==> src/rtl/multi_cycle_control_unit.sv <==
// Multi-cycle control FSM for an RV32I datapath (FETCH/DECODE/EXECUTE/MEM/WB).
// Ports:
//   clk, reset               - rising-edge clock, synchronous active-high reset
//   instrCode[31:0]          - instruction register, decoded from DECODE onward
//   dataMemReady             - data memory completion strobe (MEM stall release)
//   irWe, pcEn, regFileWe    - IR load, PC update, register file write enables
//   aluSrcMuxSel, aluControl - ALU operand B select (1 = imm) and operation
//   rfWdSrcMuxSel[2:0]       - writeback source: ALU/mem/imm/PC+imm/PC+4
//   branch, jal, jalr        - PC select qualifiers, EXECUTE only
//   dataMemReq, busWe        - memory request and write enable, MEM only
//   illegalInstr             - one-cycle pulse in DECODE for unknown opcodes
//   state[2:0]               - current FSM state for debug
module multi_cycle_control_unit (
    input  logic        clk,
    input  logic        reset,
    input  logic [31:0] instrCode,
    input  logic        dataMemReady,
    output logic        irWe,
    output logic        pcEn,
    output logic        regFileWe,
    output logic        aluSrcMuxSel,
    output logic [3:0]  aluControl,
    output logic [2:0]  rfWdSrcMuxSel,
    output logic        branch,
    output logic        jal,
    output logic        jalr,
    output logic        dataMemReq,
    output logic        busWe,
    output logic        illegalInstr,
    output logic [2:0]  state
);

    typedef enum logic [2:0] {
        S_FETCH   = 3'd0,
        S_DECODE  = 3'd1,
        S_EXECUTE = 3'd2,
        S_MEM     = 3'd3,
        S_WB      = 3'd4
    } state_e;

    localparam logic [6:0] OP_R     = 7'b0110011;
    localparam logic [6:0] OP_I     = 7'b0010011;
    localparam logic [6:0] OP_L     = 7'b0000011;
    localparam logic [6:0] OP_S     = 7'b0100011;
    localparam logic [6:0] OP_B     = 7'b1100011;
    localparam logic [6:0] OP_LUI   = 7'b0110111;
    localparam logic [6:0] OP_AUIPC = 7'b0010111;
    localparam logic [6:0] OP_JAL   = 7'b1101111;
    localparam logic [6:0] OP_JALR  = 7'b1100111;

    localparam logic [2:0] WD_ALU  = 3'd0;
    localparam logic [2:0] WD_MEM  = 3'd1;
    localparam logic [2:0] WD_IMM  = 3'd2;
    localparam logic [2:0] WD_AUPC = 3'd3;
    localparam logic [2:0] WD_PC4  = 3'd4;

    state_e state_q;
    state_e state_d;

    logic [6:0] opcode;
    logic [2:0] funct3;
    logic       funct7_b5;

    assign opcode    = instrCode[6:0];
    assign funct3    = instrCode[14:12];
    assign funct7_b5 = instrCode[30];

    // Immediate/register fields are consumed by the datapath, not here.
    logic unused_instr_bits;
    assign unused_instr_bits = ^{instrCode[31], instrCode[29:15], instrCode[11:7]};

    // ------------------------------------------------------------------
    // Opcode decode
    // ------------------------------------------------------------------
    logic is_r, is_i, is_l, is_s, is_b;
    logic is_lui, is_auipc, is_jal, is_jalr;
    logic is_legal;
    logic is_mem;
    logic writes_rd_ex;

    always_comb begin
        is_r     = 1'b0;
        is_i     = 1'b0;
        is_l     = 1'b0;
        is_s     = 1'b0;
        is_b     = 1'b0;
        is_lui   = 1'b0;
        is_auipc = 1'b0;
        is_jal   = 1'b0;
        is_jalr  = 1'b0;
        case (opcode)
            OP_R:     is_r     = 1'b1;
            OP_I:     is_i     = 1'b1;
            OP_L:     is_l     = 1'b1;
            OP_S:     is_s     = 1'b1;
            OP_B:     is_b     = 1'b1;
            OP_LUI:   is_lui   = 1'b1;
            OP_AUIPC: is_auipc = 1'b1;
            OP_JAL:   is_jal   = 1'b1;
            OP_JALR:  is_jalr  = 1'b1;
            default:  ;
        endcase
    end

    assign is_legal = is_r | is_i | is_l | is_s | is_b
                    | is_lui | is_auipc | is_jal | is_jalr;
    assign is_mem   = is_l | is_s;

    // Instructions that retire their rd write in EXECUTE (loads use WB).
    assign writes_rd_ex = is_r | is_i | is_lui | is_auipc | is_jal | is_jalr;

    // ------------------------------------------------------------------
    // Decode-derived datapath controls, held constant DECODE..last cycle
    // ------------------------------------------------------------------
    logic [3:0] alu_ctl_dec;
    logic       alu_src_dec;
    logic [2:0] wd_src_dec;

    always_comb begin
        alu_ctl_dec = 4'b0000;
        if (is_r) begin
            alu_ctl_dec = {funct7_b5, funct3};
        end else if (is_i) begin
            // Only SRLI/SRAI use bit 30; elsewhere it is immediate data.
            if (funct3 == 3'b101) begin
                alu_ctl_dec = {funct7_b5, funct3};
            end else begin
                alu_ctl_dec = {1'b0, funct3};
            end
        end else if (is_b) begin
            alu_ctl_dec = {1'b0, funct3};
        end
    end

    assign alu_src_dec = is_i | is_l | is_s | is_jalr;

    always_comb begin
        wd_src_dec = WD_ALU;
        if (is_l) begin
            wd_src_dec = WD_MEM;
        end else if (is_lui) begin
            wd_src_dec = WD_IMM;
        end else if (is_auipc) begin
            wd_src_dec = WD_AUPC;
        end else if (is_jal | is_jalr) begin
            wd_src_dec = WD_PC4;
        end
    end

    // ------------------------------------------------------------------
    // State register
    // ------------------------------------------------------------------
    always_ff @(posedge clk) begin
        if (reset) begin
            state_q <= S_FETCH;
        end else begin
            state_q <= state_d;
        end
    end

    // ------------------------------------------------------------------
    // Next-state logic
    // ------------------------------------------------------------------
    always_comb begin
        state_d = S_FETCH;
        case (state_q)
            S_FETCH:   state_d = S_DECODE;
            S_DECODE:  state_d = S_EXECUTE;
            S_EXECUTE: state_d = is_mem ? S_MEM : S_FETCH;
            S_MEM: begin
                if (!dataMemReady) begin
                    state_d = S_MEM;
                end else if (is_l) begin
                    state_d = S_WB;
                end else begin
                    state_d = S_FETCH;
                end
            end
            S_WB:      state_d = S_FETCH;
            default:   state_d = S_FETCH;
        endcase
    end

    // ------------------------------------------------------------------
    // Output logic (Moore on state/instrCode; pcEn in MEM also sees ready)
    // ------------------------------------------------------------------
    always_comb begin
        irWe          = 1'b0;
        pcEn          = 1'b0;
        regFileWe     = 1'b0;
        aluSrcMuxSel  = 1'b0;
        aluControl    = 4'b0000;
        rfWdSrcMuxSel = WD_ALU;
        branch        = 1'b0;
        jal           = 1'b0;
        jalr          = 1'b0;
        dataMemReq    = 1'b0;
        busWe         = 1'b0;
        illegalInstr  = 1'b0;

        case (state_q)
            S_FETCH: begin
                irWe = 1'b1;
            end
            S_DECODE: begin
                aluSrcMuxSel  = alu_src_dec;
                aluControl    = alu_ctl_dec;
                rfWdSrcMuxSel = wd_src_dec;
                illegalInstr  = ~is_legal;
            end
            S_EXECUTE: begin
                aluSrcMuxSel  = alu_src_dec;
                aluControl    = alu_ctl_dec;
                rfWdSrcMuxSel = wd_src_dec;
                // Unknown opcodes also retire here, skipping the instruction.
                pcEn          = ~is_mem;
                regFileWe     = writes_rd_ex;
                branch        = is_b;
                jal           = is_jal;
                jalr          = is_jalr;
            end
            S_MEM: begin
                aluSrcMuxSel  = alu_src_dec;
                aluControl    = alu_ctl_dec;
                rfWdSrcMuxSel = wd_src_dec;
                dataMemReq    = 1'b1;
                busWe         = is_s;
                pcEn          = is_s & dataMemReady;
            end
            S_WB: begin
                aluSrcMuxSel  = alu_src_dec;
                aluControl    = alu_ctl_dec;
                rfWdSrcMuxSel = wd_src_dec;
                regFileWe     = 1'b1;
                pcEn          = 1'b1;
            end
            default: ;
        endcase

        // Reset quiets every control immediately, before the edge lands.
        if (reset) begin
            irWe          = 1'b0;
            pcEn          = 1'b0;
            regFileWe     = 1'b0;
            aluSrcMuxSel  = 1'b0;
            aluControl    = 4'b0000;
            rfWdSrcMuxSel = WD_ALU;
            branch        = 1'b0;
            jal           = 1'b0;
            jalr          = 1'b0;
            dataMemReq    = 1'b0;
            busWe         = 1'b0;
            illegalInstr  = 1'b0;
        end
    end

    assign state = state_q;

endmodule

==> config.mk <==
export PLATFORM = sky130hd
export DESIGN_NAME = multi_cycle_control_unit
export DESIGN_NICKNAME = d
export VERILOG_FILES = /design/src/rtl/multi_cycle_control_unit.sv
export SDC_FILE = /design/constraint.sdc
export NUM_CORES = 1
export LEC_CHECK = 0
export CAP_MARGIN = 20
export CORE_MARGIN = 2
export CORE_UTILIZATION = 27
export CTS_BUF_LIST = sky130_fd_sc_hd__clkbuf_2 sky130_fd_sc_hd__clkbuf_4 sky130_fd_sc_hd__clkbuf_8
export DETAILED_ROUTE_END_ITERATION = 16
export GPL_TIMING_DRIVEN = 0
export HOLD_SLACK_MARGIN = 0.15
export PLACE_DENSITY = 0.79
export SLEW_MARGIN = 40
export SYNTH_ARGS = -nofsm -noshare
export SYNTH_HDL_FRONTEND = slang
export SYNTH_SLANG_ARGS = --single-unit
==> constraint.sdc <==
create_clock -name clk -period 1.4 [get_ports clk]
set_input_delay 0.35 -clock clk [delete_from_list [all_inputs] [get_ports clk]]
set_output_delay 0.35 -clock clk [all_outputs]
set_load 0.02 [all_outputs]
## Word level (Yosys, flattened, before mapping)

Index checks and enable logic that the tools add are counted.

| storage, ports and cells | value |
|---|---|
| register bits after elaboration | 3 |
| bits of input ports | 35 |

| operators by class | value |
|---|---|
| equality and inequality tests | 14 |
| multiplexer cells | 45 |
| bitwise gates (word level) | 20 |
| reduce and logical (&&, ||, !) cells | 2 |

Operator list:

| kind | count |
|---|---|
| $mux 1 | 27 |
| $mux 3 | 9 |
| $eq 7x6->1 const B | 3 |
| $eq 7x7->1 const B | 3 |
| $mux 4 | 5 |
| $or 1x1->1 | 17 |
| $eq 7x5->1 const B | 2 |
| $pmux 3 s4 | 1 |
| $eq 7x2->1 const B | 1 |
| $eq 3x2->1 const B | 2 |
| $eq 3x3->1 const B | 2 |
| $reduce_or 4->1 | 1 |
| $eq 3x1->1 const B | 1 |
| $logic_not 3->1 | 1 |
| $pmux 1 s3 | 1 |
| $mux 2 | 1 |
| $not 1->1 | 2 |
| $pmux 1 s2 | 1 |
| $and 1x1->1 | 1 |

## Logic depth before layout (Yosys ltp)

| logic depth | value |
|---|---|
| word-level depth | 13 |
| mapped depth | 4 |
| gate-level depth less buffers | 3 |

## Worst setup path before layout

OpenSTA, ideal clock, no wires.

| path | value |
|---|---|
| kind | register to output |
| start point | register state_q[2] (netlist: state[2]) |
| end point | output aluControl[1] |
| cell stages (with the launch flop) | 5 |
| required time | 1050 ps |
| data arrival time | 1614 ps |
| setup slack | -564 ps |
| path through | dfxtp_1 > buf_4 > or3_4 > nand4_4 > nor4_1 |

| between the ends | value |
|---|---|
| word-level cells in the longest chain between the ends | 4 |
| elaborated cells on any way between the ends | 7 |
| classes of those cells | eq/ne: 4; mux: 2; reduce/logical: 1 |

Ends and longest elaborated chain:

| what | RTL line | RTL |
|---|---|---|
| start: declaration | 57 | `state_e state_q;` |
| start signal: assignment | 157 | `state_q <= state_d;` |
| $eq 3x1->1 (tied with other cells) | 201 | `case (state_q)` |
| $reduce_or 4->1 (no line) (*) | n/a |  |
| $mux 4 (*) | 201 |  |
| $mux 4 (*) | 241 | `if (reset) begin` |
| end: declaration | 22 | `output logic [3:0] aluControl,` |

Every way passes the cells marked *; elsewhere a longest branch is shown, timed or not.

## Worst setup path after layout

| path | value |
|---|---|
| start point | input instrCode[0] |
| end point | output aluControl[2] |

| between the ends | value |
|---|---|
| word-level cells in the longest chain between the ends | 7 |
| elaborated cells on any way between the ends | 11 |
| classes of those cells | eq/ne: 3; mux: 8 |

Ends and longest elaborated chain:

| what | RTL line | RTL |
|---|---|---|
| start: declaration | 16 | `input logic [31:0] instrCode,` |
| $eq 7x7->1 | 91 | `case (opcode)` |
| $mux 1 | 91 |  |
| $mux 3 | 130 | `end else if (is_b) begin` |
| $mux 4 | 123 | `end else if (is_i) begin` |
| $mux 4 (*) | 121 | `if (is_r) begin` |
| $mux 4 (*) | 201 |  |
| $mux 4 (*) | 241 |  |

Marks and branches as above.

==> impl_metrics.tcl <==
set metrics [dict create \
    grt.overflow.total 0 \
    core_area_mm2 0.00192 \
    clock-root-buffer "sky130_fd_sc_hd__clkbuf_4" \
    setup_repair_after_global_routing_missed_its_margin "true" \
    worst-path-max-fanout 4 \
    grt_start_max_net_pins 11 \
    syn_area_per_cell_um2 8.21 \
    crit_arrival_ns 1.54 \
    portBuffers 32 \
    dpl_cell_area_mm2 0.00105 \
    antenna_violations_before_repair 0 \
    slew_headroom 0.773 \
    yosys.area.top_type "sky130_fd_sc_hd__dfxtp_1" \
    reg2reg_setup_slack_ns 0.15 \
    top_level_ports 55 \
    sinks_on_clock_net 3 \
    worst_hold_path_type "in -> reg" \
    dpl.hpwl_um 1390 \
    final_period_demand_of_the_worst_path_ns 1.89 \
    cap_violations 0 \
    worst_ir_drop_vdd_uv 327 \
    finish.instance_area_mm2 0.00123 \
    setup_viol_count_final 17 \
    floorplan.die_area_mm2 0.00238 \
    global_route.usage.total 0.174 \
    worst_r2r_path_depth 6 \
    cell_depth_of_the_worst_hold_path 2 \
    post_synth_num_cell_types 39 \
    worst_skew_pair.late_latency_ns 0.23 \
    worst_setup_hold_path_clk_slew_ns 0.04 \
    period_share 1.35 \
    worst_ep_required_time_ns 1.05 \
    row_count 16 \
    vias_after_detailed_routing 770 \
    clock_skew_ns 0.00261 \
    num_antenna_cells 0 \
    cell_area_power_density_mw_per_mm2 436 \
    area_delta_synth_final_pct 126 \
    cts-buffers-inserted 3 \
    firstDrtPassIters 4 \
    viasPerCell 5.24 \
    setup_ws_ns -0.489 \
    nFillCells 164 \
    route.detailed.drc 0 \
    vias_in_the_first_global_route 768 \
    synth_top_area_cells "sky130_fd_sc_hd__dfxtp_1, sky130_fd_sc_hd__nor3_1, sky130_fd_sc_hd__nor4b_2" \
    layout-drive-gt1-share 0.675 \
    floorplan.die.height_um 48.8 \
    initial_core_util 0.282 \
    cts_buffer_depth 2 \
    grt_first_pass_wirelength_um 3310 \
    startpoint_type "input pin" \
    gp_congestion 0.761 \
    ys.warnings.count 0 \
    worst_slew_pin_slew_ns 0.338 \
    violations "setup timing" \
    wl_um 2070 \
    ys_ff_latch 3 \
    largest_register_ff_count 3 \
    htreeDepth 1 \
    netlist_area_um2 542 \
    place_worst_setup_slack_ns -1.45 \
    dieWidth_um 48.8 \
    timing.fmax_ghz 0.529 \
    wl_per_cell_um 14.1 \
    timing_max_transition_violations_final 0 \
    leakage_nw 0.512 \
    drt_iter0_markers 20 \
    design_power_total_mw 0.534 \
    cts_tree "done" \
    cts_hold_buffers 0 \
    postRouteAntennaNets 0 \
    synth_sequential_area_ratio 0.111 \
    synth_top_cell_area_share 0.111 \
    timing_hold_violations_final 0 \
    worstSetupPathType "in -> out" \
    critical_path.endpoint_type "output port" \
    synthesis.nets 101 \
    result_of_the_run "finished, violations left" \
    final_nets 156 \
    postSynthCellCount 66 \
]
==> per-stage QoR <==
| step | cells | utilization | setup TNS (ns) | hold WS (ns) |
|---|---|---|---|---|
| finish | 147 | 0.638 | -6.55 | 0.335 |
| global placement | 125 | 0.547 | -20.48 | 0.561 |
| global route | 147 | 0.638 | -7.51 | 0.335 |
| detailed placement | 125 | 0.547 | -20.78 | 0.573 |
| floorplan | 66 | - | -2.61 | 0.541 |
| CTS | 146 | 0.620 | -6.60 | 0.333 |
==> cells in the mapped netlist (all sizes together) <==
cell and instances:
a21oi 2, o311ai 1, and3 1, or3 2, a211oi 2, nor4 4, nor2b 3, dfxtp 3
xor2 1, a41o 1, nand2b 1, inv 2, nand3b 3, and4b 1, nor4b 4, buf 5
nand3 1, a32oi 1, and4bb 1, nor2 3, o21ai 2, nor3 6, o21a 1, a311oi 1
and3b 1, o21bai 1, and2 1, nand4 1, a31oi 1, a211o 1, nand4b 1, nand2 7
==> layout make-up <==
cell class | instances | area [um2] | area share
multi-input cells | 56 | 593 | 0.484
repair buffers | 50 | 427 | 0.348
plain buffers | 5 | 68.8 | 0.0561
flip-flops and latches | 3 | 66.3 | 0.0541
well taps | 27 | 33.8 | 0.0276
clock buffers | 4 | 30.0 | 0.0245
inverters | 2 | 7.51 | 0.00612
==> timing repair <==
action	4_1_cts	5_1_grt
setup endpoints to repair	23	17
pin swaps	10	6
buffers inserted	17	1
gates resized for setup	125	10
==> final timing paths <==
| path | from | to |
|---|---|---|
| min reg2reg | state[2]$_SDFF_PP0_ | state[1]$_SDFF_PP0_ |
| max | instrCode[0] | aluControl[2] |
| min | reset | state[1]$_SDFF_PP0_ |
| max reg2reg | state[0]$_SDFF_PP0_ | state[0]$_SDFF_PP0_ |
==> metal layers <==
layer	GRT usage	wire [um]	vias to the layer above
met5	0	0	-
met4	0.0286	0	0
met1	0.209	814	372
met3	0.0215	105	0
met2	0.331	1150	31
li1	-	-	367
==> report_power, final <==
group	switching (mW)	internal, mW	total, mW	leakage (nW)
combinational	0.139	0.132	0.270	0.468
clock	0.0436	0.126	0.170	0.0184
sequential	0.00424	0.0901	0.0943	0.0261
total	0.186	0.348	0.534	0.512
==> cells by family after synthesis <==
logic type	share of synthesized area
simple gates	0.580
compound gates	0.208
buf+inv	0.0854
flops	0.111
xor+xnor	0.0162
==> worst max-delay path, cell delays in order <==
cell                            delay [ns]
sky130_fd_sc_hd__dlygate4sd2_1        0.25
sky130_fd_sc_hd__and3b_2              0.25
sky130_fd_sc_hd__nand4_4              0.14
sky130_fd_sc_hd__buf_6                0.17
sky130_fd_sc_hd__nor4b_4              0.20
sky130_fd_sc_hd__buf_4                0.18
==> cell usage in the layout (no fill, tap or decap), types with 2 or more instances in the layout <==
cell                               n
sky130_fd_sc_hd__buf_4            20
sky130_fd_sc_hd__buf_6            16
sky130_fd_sc_hd__nand2_1           6
sky130_fd_sc_hd__buf_2             6
sky130_fd_sc_hd__clkdlybuf4s50_1   5
sky130_fd_sc_hd__clkbuf_4          4
sky130_fd_sc_hd__dlygate4sd2_1     4
sky130_fd_sc_hd__nand3b_1          3
sky130_fd_sc_hd__nor4b_4           3
sky130_fd_sc_hd__nor4_4            3
sky130_fd_sc_hd__nor3_1            3
sky130_fd_sc_hd__inv_1             2
sky130_fd_sc_hd__or3_4             2
sky130_fd_sc_hd__nor2_4            2
sky130_fd_sc_hd__nor2b_1           2
sky130_fd_sc_hd__nor3_4            2
sky130_fd_sc_hd__a21oi_2           2
sky130_fd_sc_hd__dfxtp_2           2
Power figures use the tool's default switching activity.
